[src/rtl/key_display_ctrl_pkg.sv]
// Shared definitions for the keyboard scan-code display controller.
package key_display_ctrl_pkg;

    // Controller states: no key held, key held with code shown, break prefix seen.
    typedef enum logic [1:0] {
        IDLE = 2'd0,
        HELD = 2'd1,
        BRK  = 2'd2
    } kd_state_t;

    // Scan-code prefixes: F0 announces a key release, E0 an extended key.
    localparam logic [7:0] BREAK_CODE = 8'hF0;
    localparam logic [7:0] EXT_CODE   = 8'hE0;

    // Digit width of the BCD count.
    localparam int BCD_W = 4;

endpackage

[src/rtl/key_display_ctrl_bcd_cnt2.sv]
// Two-digit BCD key-press counter, 00..99, wraps back to 00.
module bcd_cnt2
    import key_display_ctrl_pkg::*;
(
    input  logic             clk,
    input  logic             rst,
    input  logic             inc,
    output logic [BCD_W-1:0] tens,
    output logic [BCD_W-1:0] ones
);

    // Units roll over into tens at 9; tens roll over to 0 at 99.
    always_ff @(posedge clk) begin
        if (rst) begin
            tens <= '0;
            ones <= '0;
        end else if (inc) begin
            if (ones == 4'd9) begin
                ones <= '0;
                if (tens == 4'd9) begin
                    tens <= '0;
                end else begin
                    tens <= tens + 4'd1;
                end
            end else begin
                ones <= ones + 4'd1;
            end
        end
    end

endmodule

[src/rtl/key_display_ctrl.sv]
// Keyboard scan-code display controller: shows the held key code and counts
// key presses. Handshake: a byte transfers on a rising edge where valid=1 and
// ready=1; ready is registered and drops for exactly one cycle after every
// transfer, so at most one byte is taken every two cycles. valid while
// ready=0 is ignored and leaves every register untouched.
module key_display_ctrl
    import key_display_ctrl_pkg::*;
(
    input  logic       clk,
    input  logic       rst,
    input  logic [7:0] data,
    input  logic       valid,
    output logic       ready,
    output logic [3:0] code_h,
    output logic [3:0] code_l,
    output logic       code_en,
    output logic [3:0] cnt_h,
    output logic [3:0] cnt_l,
    output logic       cnt_en
);

    // Current state is kept visible by name (state) for external checkers.
    kd_state_t  state;
    kd_state_t  state_d;
    logic [7:0] code_q;
    logic [7:0] code_d;
    logic       code_en_q;
    logic       code_en_d;
    logic       ready_q;
    logic       cnt_en_q;
    logic       inc;
    logic       accept;

    assign accept  = valid & ready_q;
    assign ready   = ready_q;
    assign code_h  = code_q[7:4];
    assign code_l  = code_q[3:0];
    assign code_en = code_en_q;
    assign cnt_en  = cnt_en_q;

    // Handshake throttle: one dead cycle after each accepted byte.
    always_ff @(posedge clk) begin
        if (rst) begin
            ready_q <= 1'b1;
        end else begin
            ready_q <= ~accept;
        end
    end

    // State, displayed code and enable registers.
    always_ff @(posedge clk) begin
        if (rst) begin
            state     <= IDLE;
            code_q    <= '0;
            code_en_q <= 1'b0;
        end else begin
            state     <= state_d;
            code_q    <= code_d;
            code_en_q <= code_en_d;
        end
    end

    // Count enable latches on the first counted press and stays on until reset.
    always_ff @(posedge clk) begin
        if (rst) begin
            cnt_en_q <= 1'b0;
        end else if (inc) begin
            cnt_en_q <= 1'b1;
        end
    end

    // Next-state decode; E0 is transparent in every state.
    always_comb begin
        state_d   = state;
        code_d    = code_q;
        code_en_d = code_en_q;
        inc       = 1'b0;
        if (accept && data != EXT_CODE) begin
            case (state)
                IDLE: begin
                    if (data == BREAK_CODE) begin
                        state_d = BRK;
                    end else begin
                        code_d    = data;
                        code_en_d = 1'b1;
                        inc       = 1'b1;
                        state_d   = HELD;
                    end
                end
                HELD: begin
                    if (data == code_q) begin
                        state_d = HELD;   // typematic repeat of the held key
                    end else if (data == BREAK_CODE) begin
                        state_d = BRK;
                    end else begin
                        code_d    = data;
                        code_en_d = 1'b1;
                        inc       = 1'b1;
                        state_d   = HELD;
                    end
                end
                BRK: begin
                    if (data == code_q && code_en_q) begin
                        code_en_d = 1'b0;  // release of the shown key blanks it
                        state_d   = IDLE;
                    end else begin
                        state_d = code_en_q ? HELD : IDLE;
                    end
                end
                default: begin
                    state_d = IDLE;
                end
            endcase
        end
    end

    bcd_cnt2 u_cnt (
        .clk  (clk),
        .rst  (rst),
        .inc  (inc),
        .tens (cnt_h),
        .ones (cnt_l)
    );

endmodule

[config.mk]
export PLATFORM = sky130hd
export DESIGN_NAME = key_display_ctrl
export DESIGN_NICKNAME = d
export VERILOG_FILES = /design/src/rtl/key_display_ctrl_pkg.sv /design/src/rtl/key_display_ctrl_bcd_cnt2.sv /design/src/rtl/key_display_ctrl.sv
export SDC_FILE = /design/constraint.sdc
export NUM_CORES = 1
export LEC_CHECK = 0
export CAP_MARGIN = 40
export CELL_PAD_IN_SITES_DETAIL_PLACEMENT = 0
export CELL_PAD_IN_SITES_GLOBAL_PLACEMENT = 1
export CORE_ASPECT_RATIO = 0.75
export CORE_MARGIN = 1.5
export CORE_UTILIZATION = 30
export DETAILED_ROUTE_END_ITERATION = 12
export GPL_TIMING_DRIVEN = 0
export PLACE_DENSITY = 0.85
export SYNTH_ARGS = -nofsm -noshare
export SYNTH_HDL_FRONTEND = slang
export SYNTH_SLANG_ARGS = --single-unit
[constraint.sdc]
create_clock -name clk -period 1.73 [get_ports clk]
set_clock_uncertainty 0.05 [all_clocks]
set_input_delay 0.173 -clock clk [delete_from_list [all_inputs] [get_ports clk]]
set_output_delay 0.173 -clock clk [all_outputs]
set_load 0.01 [all_outputs]
==> results of run 1 <==
==> layer usage <==
layer  vias up  wire length (µm)  share of wire, %
li1        552                 -                 -
met1       572              1440                43
met2        39              1709                51
met3         4               171               5.1
met4         0                16              0.48
met5         -                 0                 0
==> critical path, cell delays in order, from the launching register on <==
cell and delay, ns:
dfxtp_4 0.37, xor2_2 0.18, nor4_4 0.29, buf_4 0.18, a31oi_4 0.13, nand4_1 0.15
mux2_4 0.30
==> stage by stage <==
stage / setup TNS [ns] / worst slack (ns)
floorplan: -0.004566 / -0.004566
global placement: -9.420 / -0.5440
detailed placement: -9.786 / -0.5423
CTS: -0.1417 / -0.05478
global route: -0.7176 / -0.1114
finish: -0.1009 / -0.03267
==> cells by family (layout without fill, tap and decap cells) <==
family / Yosys count / in the layout
XOR/XNOR: 8 / 8
buffers and inverters: 9 / 58
multiplexers: 2 / 2
AO/OA/AOI/OAI: 40 / 40
AND/OR/NAND/NOR: 45 / 45
flip-flops: 21 / 21
==> power by group <==
group / leakage, nW / internal (W) / switching, W
clock: 0.0217 / 0.000163 / 0.000174
combinational: 0.454 / 0.000127 / 0.000120
sequential: 0.177 / 0.000504 / 0.0000281
==> cell type report <==
cell class	count	share of cell area [%]
inverter	2	0.4127
clock inverter	1	0.4127
sequential	21	24.35
clock buffer	3	2.270
buffer	5	1.926
timing repair buffer	47	22.97
tap	40	2.751
multi-input combinational	95	44.91
==> state kept, by name, summed over array words and instances, names as in the netlist <==
name        cells
code_q          8
u_cnt.tens      4
state           2
code_en         1
cnt_en          1
u_cnt.ones      4
ready           1
==> timing repair <==
item                                    4_1_cts  5_1_grt
pin swaps                                    12       16
cloned                                        0        1
endpoints found under the setup margin       19       18
setup buffers                                 7       11
gates resized for setup                      41       24
==> cell usage in the layout, fill, tap and decap left out, types with 3 or more instances in the layout <==
cell type,netlist,routed
clkdlybuf4s50_1,0,20
buf_4,0,17
a21oi_1,15,14
o21ai_0,11,9
dfxtp_1,21,9
dfxtp_2,0,9
dlygate4sd2_1,0,9
xor2_2,0,8
nand3_1,6,6
nand2_1,6,5
nor2_1,7,5
nor4_4,0,3
buf_6,0,3
nor2b_1,4,3
o21ba_2,3,3
nand4_1,3,3
and3b_1,3,3
clkbuf_8,0,3
dfxtp_4,0,3
==> final timing paths <==
kind,slack (ns),to,cells after the start,startpoint
worst max-delay path,-0.03,u_cnt.ones[2],6,code_q[4]
worst min-delay path,0.30,code_q[1],3,data[1]
worst max register to register,-0.03,u_cnt.ones[2],6,code_q[4]
worst min register to register,0.46,code_q[7],2,code_q[7]
==> summary.md, run 1 <==
| Metric | Value |
|---|---|
| Ant diodes | 0 |
| Kind of critical path | register to register |
| Vias | 1167 |
| Most frequent cell after synthesis | dfxtp_1 |
| Root buf cell | clkbuf_8 |
| Pwr/cell area | 613.2 nW/µm² |
| Fmax | 567.3 MHz |
| DR pass1 iterations | 6 |
| Largest family of logic cells by synthesized area | simple AND/OR/NAND/NOR gates |
| Rows | 18 |
| Met1 Track Usage GR | 19.27% |
| Simple-Gate Fraction of Synth Area | 24.76% |
| Total CTS buffers | 3 |
| Final setup vio count | 5 |
| Total Routing Usage GR | 16.26% |
| Slew Viols, Final | 0 |
| Die X | 71.51 µm |
| Peak VDD IR | 346.8 µV |
| RSZ-0062 raised after global routing | yes |
| Placeable core area | 3333 µm² |
| Synth top area share | 39.81% |
| Status | finished, violations left |
| Cells after Synth | 125 |
| Crit Path Max Fanout | 5 |
| Initial antenna violation count | 0 |
| Period minus WS final | 1.763 ns |
| Grt total ovfl | 0 |
| Largest net degree at the start of global routing | 14 |
| Final Power | 0.001116 W |
| Leak Pwr | 0.6526 nW |
| Synth Area in Compound Gates | 23.34% |
| Setup crit end kind | register |
| Initial DRC count | 57 |
| Port bufs | 29 |
| Post-synth EDFFs | 0 |
| Met3 usage | 4.236% |
| Post-Syn Area | 1056 µm² |
| Post-Layout Cell Count | 214 |
| # fillers | 310 |
| Synth-to-Final Area Change | 72.27% |
| Final Cycle Share | 101.9% |
| Yosys warns | 0 |
| Share of layout cells above drive strength 1 | 41.38% |
| Post-route setup slack | -0.03267 ns |
| Worst-Margin Slew | 0.5274 ns |
| WHS | 0.2959 ns |
| Longest Clk Path Bufs | 2 |
| Hold Buf Count CTS | 0 |
| Mapped Avg Cell Area | 8.448 µm² |
| Busiest grt layer | met2 |
| Initial Utilization | 31.68% |
| Multi-input gate area | 817.0 µm² |
| CTS tree | built |
| Slew HR | 64.84% |
| Vias in the first global route | 1100 |
| Fin area | 1819 µm² |
| Detail Placement HPWL | 1.996 mm |
| Max-Cap Viols | 0 |
| HP Class | primary input to register |
| First-pass GRT wire length | 4.926 mm |
| WP data arrival | 1.87 ns |
| Violated checks | setup timing |
| Fin util | 54.58% |
| Top cells by count, synth | 21 x dfxtp_1, 15 x a21oi_1, 11 x o21ai_0 |
| Post-synthesis mux area share | 2.133% |
| Drt wl/cell | 15.59 µm |
| H-tree depth | 1 |
| Total Die Area | 3889 µm² |
| Crit path required time | 1.84 ns |
| Die extent in y | 54.38 µm |
| Register area | 442.9 µm² |
| Clock transition at path regs | 0.08 ns |
| Cell taking the most area after synthesis | dfxtp_1 |
| Register area share after synthesis | 39.81% |
| Post-Place Cell Area | 1428 µm² |
| Met2 track demand over resource | 30.53% |
| Synth Area in XOR/XNOR | 6.635% |
| Post-synthesis register bit count | 21 |
| ANT nets after route | 0 |
| Clock Sinks | 21 |
| Largest cells by area after synthesis | dfxtp_1 40%, a21oi_1 7.1%, xor2_1 6.6%, o21ai_0 5.2%, nand3_1 2.8% |
| Async SR Flop Fraction | 0% |
| Final Hold Fails | 0 |
| Startpoint type of the worst setup path | register |
| Dominant synthesized flop cell | dfxtp_1 |
| IO Pins | 30 |
| Netlist cell types | 34 |
| Via/cell ratio | 5.453 |
| GP Congestion | 0.7605 |
| Total wire length | 3.337 mm |
| Fin nets | 186 |
| Worst-Skew Late Latency | 0.27 ns |
| Syn nets | 136 |
| Fraction of the mapped netlist area in adder cells | 0% |
| Placed cells | 194 |
| DRC viols | 0 |
Note: power is estimated with default switching activity, not from simulation.
==> run 2, diff against run 1 <==
SKIP_LAST_GASP = 1   (was not set)
==> run 2 against run 1 <==
  * The flow still finishes with violations (setup timing)
  * Worst hold slack worse by 0.0096 ns
  * Largest cell class unchanged
  * Sequential power about the same
  * Non-clock buffer count increased by 1
  * Setup slack lost 0.022 ns
  * Sequential share of layout area is 0.10 points lower
==> summary.md, run 2 (synthesis gave the netlist of run 1 again) <==
| Metric | Value |
|---|---|
| Status | finished, violations left |
| Violated checks | setup timing |
| Max FFs per register | 8 |
| Final Hold Fails | 0 |
| Pwr/cell area | 616.7 nW/µm² |
| Leak Pwr | 0.6607 nW |
| Rows | 18 |
| Worst-Skew Late Latency | 0.27 ns |
| Crit path required time | 1.88 ns |
| Clock Sinks | 21 |
| Longest Clk Path Bufs | 2 |
| Max incr delay on CP | 0.57 ns |
| FF-to-FF End | u_cnt.tens[1] |
| Period minus WS final | 1.784 ns |
| HP Class | primary input to register |
| Synth-to-Final Area Change | 72.99% |
| Crit Path Max Fanout | 7 |
| Slew Viols, Final | 0 |
| Post-route setup slack | -0.05417 ns |
| Vias in the first global route | 1097 |
| Clock transition at path regs | 0.09 ns |
| Hold endpoint | code_q[2] |
| DRC viols | 0 |
| Peak VDD IR | 360.9 µV |
| Biggest regs | code_q: 8 flops, u_cnt.ones: 4 flops, u_cnt.tens: 4 flops |
| Total Routing Usage GR | 16.18% |
| DR pass1 iterations | 6 |
| Hold Buf Count CTS | 0 |
| CP Buf/Inv Count | 1 |
| Worst-Margin Slew | 0.5244 ns |
| R2r setup slk | -0.05 ns |
| Die X | 71.51 µm |
| Crit-path leading delay family | simple AND/OR/NAND/NOR gates |
| First-pass GRT wire length | 4.899 mm |
| ANT nets after route | 0 |
| CTS tree | built |
| Root buf cell | clkbuf_8 |
| H-tree depth | 1 |
| Via/cell ratio | 5.488 |
| Final Cycle Share | 103.1% |
| WP data arrival | 1.93 ns |
| Drt wl/cell | 15.64 µm |
| Most frequent cells in the layout | 20 x clkdlybuf4s50_1, 18 x buf_4, 15 x a21oi_1 |
| Initial Utilization | 31.68% |
| Cell count of the worst reg-to-reg path | 5 |
| Vias | 1180 |
| Final setup vio count | 4 |
| Hold Crit Start | data[2] |
| Setup crit end kind | register |
| Die extent in y | 54.38 µm |
| Fin nets | 187 |
| Kind of critical path | primary input to register |
| Reg2reg start | ready |
| GP Congestion | 0.7605 |
| Startpoint type of the worst setup path | primary input |
| Placeable core area | 3333 µm² |
| Slew HR | 65.04% |
| Commonest non-fill, non-tap cell in the layout | clkdlybuf4s50_1 |
| Largest net degree at the start of global routing | 14 |
| Worst-path cell chain | dlygate4sd2_1, nand4b_1, nor2_4, or4_4, or4_1, a21oi_1 |
| Largest reg by FF count | code_q |
| Initial antenna violation count | 0 |
| Final Power | 0.001127 W |
| Total Die Area | 3889 µm² |
| Initial DRC count | 61 |
| Grt total ovfl | 0 |
| Worst path slowest cell | or4_4 |
| RSZ-0062 raised after global routing | yes |
| IO Pins | 30 |
| Setup TNS Final | -0.1444 ns |
| Ant diodes | 0 |
| Worst hold path cell count | 3 |
| Port bufs | 29 |
| Total CTS buffers | 3 |
| Detail Placement HPWL | 1.996 mm |
| Share of layout cells above drive strength 1 | 40.57% |
| Fmax | 560.5 MHz |
| Total wire length | 3.362 mm |
| Max-Cap Viols | 0 |
[run 2: cell type report]
cell class | instances | area (µm²)
fillers | 305 | 1506
multi-input cells | 95 | 817.0
flip-flops and latches | 21 | 442.9
repair buffers | 48 | 429.2
well taps | 40 | 50.05
clock buffers | 3 | 41.29
plain buffers | 5 | 31.28
clock inverters | 1 | 7.507
inverters | 2 | 7.507
[run 2: power breakdown]
part / internal, W / switching (W) / leakage (nW)
sequential: 0.000504 / 0.0000281 / 0.177
clock: 0.000163 / 0.000181 / 0.0217
combinational: 0.000130 / 0.000120 / 0.462
total: 0.000797 / 0.000329 / 0.661
[run 2: tightest hold or removal path, cell delays in order]
cell,delay (ns)
dlygate4sd2_1,0.28
nand2_1,0.07
a21oi_1,0.05
[run 2: metal layers]
| metal | wire length, µm | global-route usage [%] | vias to the layer above |
|---|---|---|---|
| met2 | 1729 | 30.53 | 44 |
| met1 | 1379 | 19.05 | 574 |
| met3 | 228 | 4.236 | 5 |
| met5 | 0 | 0 | - |
| li1 | - | - | 557 |
| met4 | 23 | 3.145 | 0 |
[run 2: worst max path at each step]
stage          depth (start not counted)      start  slack, ns             to
3_3_place_gp                           6    data[0]      -0.54         cnt_en
3_5_place_dp                           6    data[0]      -0.54         cnt_en
4_1_cts                                5      ready      -0.06  u_cnt.tens[1]
2_1_floorplan                          5  code_q[1]     -0.005  u_cnt.ones[2]
5_1_grt                                5      ready      -0.10  u_cnt.tens[1]
6_report                               6    data[3]      -0.05  u_cnt.tens[1]
[run 2: repair_timing]
item,in CTS,in global routing
endpoints found under the hold margin,0,0
pin swaps,9,15
gates resized for setup,38,27
setup buffers,7,12
cloned,0,1
endpoints found under the setup margin,19,18
[run 2: metrics by stage]
| step | utilization, % | hold slack [ns] | setup WS, ns | cells | instance area, µm² |
|---|---|---|---|---|---|
| 3_5_place_dp | 42.83 | 0.4379 | -0.5423 | 194 | 1428 |
| 2_1_floorplan | - | 0.2590 | -0.004566 | 125 | 1087 |
| 4_1_cts | 49.55 | 0.2861 | -0.05743 | 203 | 1652 |
| 6_report | 54.80 | 0.2863 | -0.05417 | 215 | 1827 |
| 5_1_grt | 54.80 | 0.2878 | -0.1034 | 215 | 1827 |
| 3_3_place_gp | 42.83 | 0.4209 | -0.5440 | 194 | 1428 |
==> run 3, diff against run 2 <==
GPL_TIMING_DRIVEN = 1   (was 0)
==> run 3 against run 2 <==
  * The flow still finishes with violations (setup timing)
  * Setup slack gained 0.0050 ns
  * Critical endpoint unchanged
  * Highest routed layer unchanged
  * Core utilization did not move
  * Sequential share of layout area down 0.48 points
  * Largest power group unchanged
==> summary.md, run 3 (synthesis gave the netlist of run 1 again) <==
| Metric | Value |
|---|---|
| Status | finished, violations left |
| Violated checks | setup timing |
| Crit path required time | 1.88 ns |
| Worst-Margin Slew | 0.3965 ns |
| Total Die Area | 3889 µm² |
| Biggest regs | code_q: 8 flops, u_cnt.ones: 4 flops, u_cnt.tens: 4 flops |
| Setup crit end kind | register |
| Worst path slowest cell | or4_4 |
| Initial DRC count | 78 |
| Most frequent cells in the layout | 33 x buf_4, 20 x clkdlybuf4s50_1, 13 x a21oi_1 |
| Max incr delay on CP | 0.52 ns |
| Hold Crit Start | data[1] |
| Initial Utilization | 31.68% |
| Largest net degree at the start of global routing | 14 |
| Final Hold Fails | 0 |
| Worst-path cell chain | xor2_2, nor4_4, buf_4, and3_4, or4_4, a21oi_2 |
| Max-Cap Viols | 0 |
| CP Buf/Inv Count | 1 |
| Longest Clk Path Bufs | 2 |
| Fmax | 562.0 MHz |
| Clock transition at path regs | 0.08 ns |
| IO Pins | 30 |
| Crit Path Max Fanout | 7 |
| DR pass1 iterations | 6 |
| Clock Sinks | 21 |
| Total wire length | 3.416 mm |
| Launch point of the worst path | code_q[4] |
| Startpoint type of the worst setup path | register |
| Die extent in y | 54.38 µm |
| Synth-to-Final Area Change | 72.99% |
| WHS | 0.2569 ns |
| Drt wl/cell | 15.12 µm |
| Share of layout cells above drive strength 1 | 43.01% |
| Vias | 1175 |
| Via/cell ratio | 5.199 |
| WP data arrival | 1.93 ns |
| Detail Placement HPWL | 2.320 mm |
| # fillers | 297 |
| Final Cycle Share | 102.8% |
| Fin util | 54.80% |
| Max FFs per register | 8 |
| Leak Pwr | 0.7212 nW |
| Period minus WS final | 1.779 ns |
| HP Class | primary input to register |
| Final setup vio count | 2 |
| Peak VDD IR | 337.0 µV |
| Rows | 18 |
| Root buf cell | clkbuf_8 |
| Pwr/cell area | 609.3 nW/µm² |
| Fin nets | 198 |
| Placeable core area | 3333 µm² |
| Worst-Skew Late Latency | 0.27 ns |
| Vias in the first global route | 1185 |
| DRC viols | 0 |
| RSZ-0062 raised after global routing | yes |
| GP Congestion | 0.8221 |
| Largest reg by FF count | code_q |
| Slew Viols, Final | 0 |
| Slew HR | 73.48% |
| H-tree depth | 1 |
| Port bufs | 29 |
| Kind of critical path | register to register |
| Total CTS buffers | 3 |
| Total Routing Usage GR | 17.97% |
| Post-route setup slack | -0.04921 ns |
| ANT nets after route | 0 |
| Post-Place Cell Area | 1638 µm² |
| Ant diodes | 0 |
| First-pass GRT wire length | 5.375 mm |
| Initial antenna violation count | 0 |
| Die X | 71.51 µm |
| Fin area | 1827 µm² |
| CTS tree | built |
| Grt total ovfl | 0 |
| Crit-path leading delay family | simple AND/OR/NAND/NOR gates |
| Commonest non-fill, non-tap cell in the layout | buf_4 |
| Reg2reg start | code_q[4] |
run 3: cell count changes in the layout (fill, tap and decap cells not counted), sizes merged:
cell	delta
clkbuf	-3
buf	+14
clkinv	+1
clkinvlp	-1
dlymetal6s2s	+2
dlygate4sd2	-2
run 3: metal layers:
layer | vias up | global-route usage (%) | routed length, µm
li1 | 577 | - | -
met1 | 563 | 21.73 | 1550
met2 | 30 | 32.24 | 1696
met3 | 5 | 4.972 | 144
met4 | 0 | 4.717 | 25
met5 | - | 0 | 0
run 3: per-stage QoR:
stage | cells | TNS (ns) | worst slack, ns | total power, W
after global placement | 219 | -5.108 | -0.4277 | 0.0007511
after global routing | 226 | -1.201 | -0.09921 | 0.001162
after detailed placement | 219 | -6.129 | -0.4947 | 0.0007563
after floorplan | 125 | -0.004566 | -0.004566 | 0.0006219
after CTS | 223 | -0.1101 | -0.06915 | 0.001097
final | 226 | -0.08615 | -0.04921 | 0.001113
run 3: worst reg2reg max path, delay by kind of cell, from the launching register on:
kind / cells / cell delay, ns
xor gates and xnor gates: 1 / 0.23
AOI/OAI and AO/OA: 1 / 0.12
DFF: 1 / 0.34
and+or+nand+nor: 3 / 0.81
buffers and inverters: 1 / 0.15
run 3: path summary, 6_finish.rpt:
kind	endpoint	slack, ns	depth (start not counted)
max	u_cnt.tens[1]	-0.05	6
min	code_q[1]	0.26	3
max reg2reg	u_cnt.tens[1]	-0.05	6
min reg2reg	cnt_en	0.45	1
run 3: layout make-up:
cell class	count	area, µm²	area share, %
tap	40	50.05	2.740
clock inverter	1	5.005	0.2740
timing repair buffer	64	550.5	30.14
clock buffer	3	41.29	2.260
sequential	21	434.2	23.77
multi-input combinational	95	738.2	40.41
inverter	2	7.507	0.4110
run 3: report_power, final:
group | total [W] | internal, W | switching (W)
sequential | 0.000524 | 0.000507 | 0.0000173
combinational | 0.000247 | 0.000132 | 0.000115
clock | 0.000342 | 0.000161 | 0.000180
run 3: timing repair:
action | CTS | global route
cloned | 0 | 1
pin swaps | 10 | 4
setup buffers | 0 | 2
endpoints found under the hold margin | 0 | 0
endpoints found under the setup margin | 10 | 18
gates resized for setup | 20 | 20
hold buffers | 0 | 0
